<file path="config.mk">
export PLATFORM = sky130hd
export DESIGN_NAME = divn_seq
export DESIGN_NICKNAME = d
export VERILOG_FILES = /design/src/rtl/divn_seq.sv
export SDC_FILE = /design/constraint.sdc
export NUM_CORES = 1
export LEC_CHECK = 0
export CAP_MARGIN = 30
export CORE_MARGIN = 2
export CORE_UTILIZATION = 35
export CTS_BUF_LIST = sky130_fd_sc_hd__clkbuf_16
export DETAILED_ROUTE_END_ITERATION = 8
export GPL_TIMING_DRIVEN = 0
export PLACE_DENSITY_LB_ADDON = 0.3
export SKIP_CTS_REPAIR_TIMING = 1
export SKIP_LAST_GASP = 1
export SLEW_MARGIN = 10
export SYNTH_ARGS = -nofsm -noshare
export SYNTH_HDL_FRONTEND = slang
export SYNTH_SLANG_ARGS = --single-unit
</file>
<file path="constraint.sdc">
create_clock -name clk -period 6 [get_ports clk]
set_input_delay 1.5 -clock clk [delete_from_list [all_inputs] [get_ports clk]]
set_output_delay 1.5 -clock clk [all_outputs]
set_load 0.01 [all_outputs]
</file>
<file path="src/rtl/divn_seq.sv">
// Serial remainder unit: restoring shift/subtract, one dividend bit per clock, MSB first.
// Reports remainder, divisible flag and divide-by-zero error over a valid/ready handshake.
module divn_seq #(
    parameter int IN_WIDTH  = 16,
    parameter int DIV_WIDTH = 8
) (
    input  logic                 clk,
    input  logic                 rst,
    input  logic                 in_valid,
    output logic                 in_ready,
    input  logic [IN_WIDTH-1:0]  data,
    input  logic [DIV_WIDTH-1:0] divisor,
    output logic                 out_valid,
    input  logic                 out_ready,
    output logic [DIV_WIDTH-1:0] rem,
    output logic                 ans,
    output logic                 err
);

    localparam int            CW   = $clog2(IN_WIDTH);
    localparam logic [CW-1:0] LAST = CW'(IN_WIDTH - 1);

    typedef enum logic [1:0] {IDLE, BUSY, DONE} state_t;

    state_t               state_q;
    logic [CW-1:0]        cnt_q;
    logic [IN_WIDTH-1:0]  data_q;
    logic [DIV_WIDTH-1:0] div_q;
    logic [DIV_WIDTH-1:0] r_q;
    logic [DIV_WIDTH-1:0] r_d;
    logic [DIV_WIDTH-1:0] rem_q;
    logic                 ans_q;
    logic                 err_q;
    logic [DIV_WIDTH:0]   t;

    // r stays below the divisor, so the low DIV_WIDTH bits of t - divisor are exact
    always_comb begin
        t   = {r_q, data_q[IN_WIDTH-1]};
        r_d = t[DIV_WIDTH-1:0];
        if (t >= {1'b0, div_q})
            r_d = t[DIV_WIDTH-1:0] - div_q;
    end

    always_ff @(posedge clk) begin
        if (rst) begin
            state_q <= IDLE;
            cnt_q   <= '0;
            data_q  <= '0;
            div_q   <= '0;
            r_q     <= '0;
            rem_q   <= '0;
            ans_q   <= 1'b0;
            err_q   <= 1'b0;
        end else begin
            case (state_q)
                IDLE: begin
                    if (in_valid) begin
                        data_q <= data;
                        div_q  <= divisor;
                        r_q    <= '0;
                        cnt_q  <= '0;
                        if (divisor == '0) begin
                            state_q <= DONE;
                            rem_q   <= '0;
                            ans_q   <= 1'b0;
                            err_q   <= 1'b1;
                        end else begin
                            state_q <= BUSY;
                        end
                    end
                end
                BUSY: begin
                    r_q    <= r_d;
                    data_q <= {data_q[IN_WIDTH-2:0], 1'b0};
                    cnt_q  <= cnt_q + 1'b1;
                    if (cnt_q == LAST) begin
                        state_q <= DONE;
                        rem_q   <= r_d;
                        ans_q   <= (r_d == '0);
                        err_q   <= 1'b0;
                    end
                end
                DONE: begin
                    if (out_ready)
                        state_q <= IDLE;
                end
                default: state_q <= IDLE;
            endcase
        end
    end

    assign in_ready  = (state_q == IDLE) && !rst;
    assign out_valid = (state_q == DONE);
    assign rem       = rem_q;
    assign ans       = ans_q;
    assign err       = err_q;

endmodule

</file>
==> summary.md <==
• 5.354% — adder-cell area share of the yosys netlist
• 36.26% — initial core utilization
• 7.576 um^2 — Post-Synthesis Mean Instance Area
• primary output — type of element capturing the critical path
• met4 — highest metal layer with signal wires
• 20.10% — area fraction in compound gates after synthesis
• 605.4 ps — pin slew with the least headroom to its limit
• 38.79% — fraction of synthesized cell area taken by the top area cell type
• 46.04% — final core utilization
• primary input to primary output — type of the worst setup path
• 48 — clock tree sinks
• 2190 — number of global-route vias before repair
• 0 — number of flops mapped to enable cells by yosys
• false — RSZ-0062 raised after global routing
• 1811 ps — final worst-path setup slack
• 59.27% — worst max-slew margin expressed relative to the limit
• simple AND/OR/NAND/NOR gates — combinational family with the most area after synthesis
• 0 — final antenna diode count
• 6832 um^2 — Core ar.
• 327 — number of instances in the synthesized netlist
• 2 — maximum number of buffers from clock root to sink
• 2 — number of H-tree branching levels
• 0 — count of final setup violators
• sky130_fd_sc_hd__dfxtp_1 — library cell occupying the most area in the post-synthesis netlist
• 40 — I/O pin cnt
• 2477 um^2 — Syn Std Cell Area
• 0 — Yosys Warn Count
• 4 — number of detailed-routing iterations run before antenna repair
• 17.33% — global-route usage over all layers
• 8.214 ps — Worst Clk Skew
• 310.5 nW/um^2 — power density over the cells
• 88.13 um — vertical die dimension
• 410 — net count of the finished layout
• 7767 um^2 — Total Die Area
• 26.97% — synthesis-to-finish area growth
• 4500 ps — data required time of the critical path
• 290 ps — Skew-Pair Late Insertion Delay
• 0 — grt total ovfl
• 0 — DRT antenna net count
• 142 — DRT iter0 DRCs
• 60 ps — register clock-pin slew on the reported worst setup and hold paths
• 6307 um — total wirelength of the detailed-routed design
• yes — CTS tree
• 0.9112 — global placer's final weighted congestion
• 0% — share of flip-flops with an asynchronous set or reset after synthesis
• 1814 ps — Placement Setup Slack
• 0.001201 uW — leakage
• 0 — pins over their slew limit
• 4189 ps — time the worst path needs with I/O delays and setup
• 0 — max_cap viols
• 44 — distinct cell type count after synthesis
• 10380 um — global-route wire length before repair
• 0 — antenna violations before repair
• 0 — final hold vios
• 4696 um — post-DP HPWL
• 16 — pin count of the biggest net entering global routing
• 30 — # rows
• 2816 um — met2 wire length
• 0 ps — Total Negative Setup Slacks
• 88.13 um — Chip Width
• 4.021% — share of final-layout standard cells stronger than drive strength 1
• completed — run status
• 0% — mux contribution to synthesized area
• sky130_fd_sc_hd__dfxtp_1 39%, sky130_fd_sc_hd__nor2_1 8.5%, sky130_fd_sc_hd__a21oi_1 7.5%, sky130_fd_sc_hd__nand2_1 5.3%, sky130_fd_sc_hd__ha_1 4.5% — main area contributors after synthesis
• sky130_fd_sc_hd__dfxtp_1 — dominant synthesized flop cell
• 69.82% — fin crit share
• primary input — startpoint type of the worst setup path
• 13.45 um — post-DR wirelength/cell
• 0.2387 GHz — Max Clock Freq
• 29.49% — Synth Area in Simple Gates
• 38 — count of input and output buffers
• sky130_fd_sc_hd__clkbuf_16 — Clock Tree Root
• 5.083 — drt via density
• 365 — nets in the synthesized netlist
• 38.79% — post-synthesis sequential area ratio
• 10 — crit path max fanout
• 1.414% — post-synthesis share of cell area spent on xor and xnor gates
• 363 um — sum of met3 wire segment lengths after detailed routing
• 2690 ps — Data arrival, critical path
• 5 — number of buffers created by CTS
• 48 — Seq cells post-synth
• 3074 um — Post-Route M1 WL
• 0 — remaining routing DRC violations
• register to register — min-delay worst type
• 10 — length in cells of the worst reg-to-reg path
• 2 — cell depth of the worst hold path
• 123.0 uV — worst ir drop on vdd
• 2384 — total via count in the routed design
==> power breakdown <==
group          internal, uW  leakage (uW)  switching (uW)
logic                   128      0.000728             171
registers               342      0.000393            16.6
clock network           196     0.0000798             123
==> worst paths after layout <==
path                                 start       end  slack, ps
worst min-delay path                rem[5]    rem[5]        450
worst max-delay path                   rst  in_ready       1810
worst min register to register      rem[5]    rem[5]        450
worst max register to register  data_q[15]       ans       3610
==> per-stage QoR <==
stage | hold WS (ps) | cell area (um^2) | power (uW) | cells
after floorplan | 436.3 | 2477 | 583.9 | 327
after global placement | 442.7 | 2978 | 655.4 | 461
after detailed placement | 445.9 | 2978 | 662.4 | 461
after CTS | 454.7 | 3146 | 980.7 | 469
after global routing | 467.6 | 3146 | 1035 | 469
final | 452.7 | 3146 | 976.7 | 469
==> layout by cell type, fill, tap and decap left out, types with 7 or more instances in the layout <==
cell and count:
sky130_fd_sc_hd__nor2_1 56, sky130_fd_sc_hd__dfxtp_1 48, sky130_fd_sc_hd__clkdlybuf4s50_1 38, sky130_fd_sc_hd__a21oi_1 37, sky130_fd_sc_hd__nand2_1 35, sky130_fd_sc_hd__clkbuf_1 16, sky130_fd_sc_hd__nor4_1 15, sky130_fd_sc_hd__inv_1 12
sky130_fd_sc_hd__o21ai_0 11, sky130_fd_sc_hd__ha_1 9, sky130_fd_sc_hd__and3_1 7, sky130_fd_sc_hd__o211ai_1 7
==> cell families (layout without fill, tap and decap cells) <==
group	after synthesis	after routing
and+or+nand+nor	151	151
AOI/OAI and AO/OA	83	83
DFF	48	48
buffers and inverters	31	77
adders and majority gates	10	10
xor gates and xnor gates	4	4
==> layer usage <==
metal | GRT usage (%) | up-vias
met5 | 0 | -
met4 | 4.545 | 0
met3 | 4.807 | 5
met2 | 26.72 | 58
met1 | 23.97 | 1081
li1 | - | 1240
==> critical path, stage by stage <==
cell and delay [ps]:
sky130_fd_sc_hd__clkbuf_1 220, sky130_fd_sc_hd__clkbuf_1 390, sky130_fd_sc_hd__nor3_1 80, sky130_fd_sc_hd__clkdlybuf4s50_1 500
==> state kept, by name (all words and copies together) (netlist names) <==
signal and count:
data_q 16, div_q 8, r_q 8, rem 8, cnt_q 4, state_q 2, ans 1, err 1
==> cell type report <==
class,instances,area (um^2)
buffer,19,75.07
clock buffer,5,125.1
clock inverter,3,42.54
fill,720,3686
inverter,12,45.04
multi-input combinational,248,1396
sequential,48,960.9
tap,96,120.1
timing repair buffer,38,380.4
==> synthesized netlist by cell type, drive strengths merged, types with 5 or more instances <==
| master | n |
|---|---|
| ha | 9 |
| o21ai | 16 |
| a211oi | 5 |
| nand2 | 35 |
| clkbuf | 16 |
| nand3 | 5 |
| o211ai | 7 |
| nor4 | 15 |
| inv | 12 |
| nor2 | 57 |
| nand2b | 5 |
| nor3 | 5 |
| and3 | 7 |
| dfxtp | 48 |
| a21oi | 37 |
No activity file was read; power rests on OpenSTA's default activity.
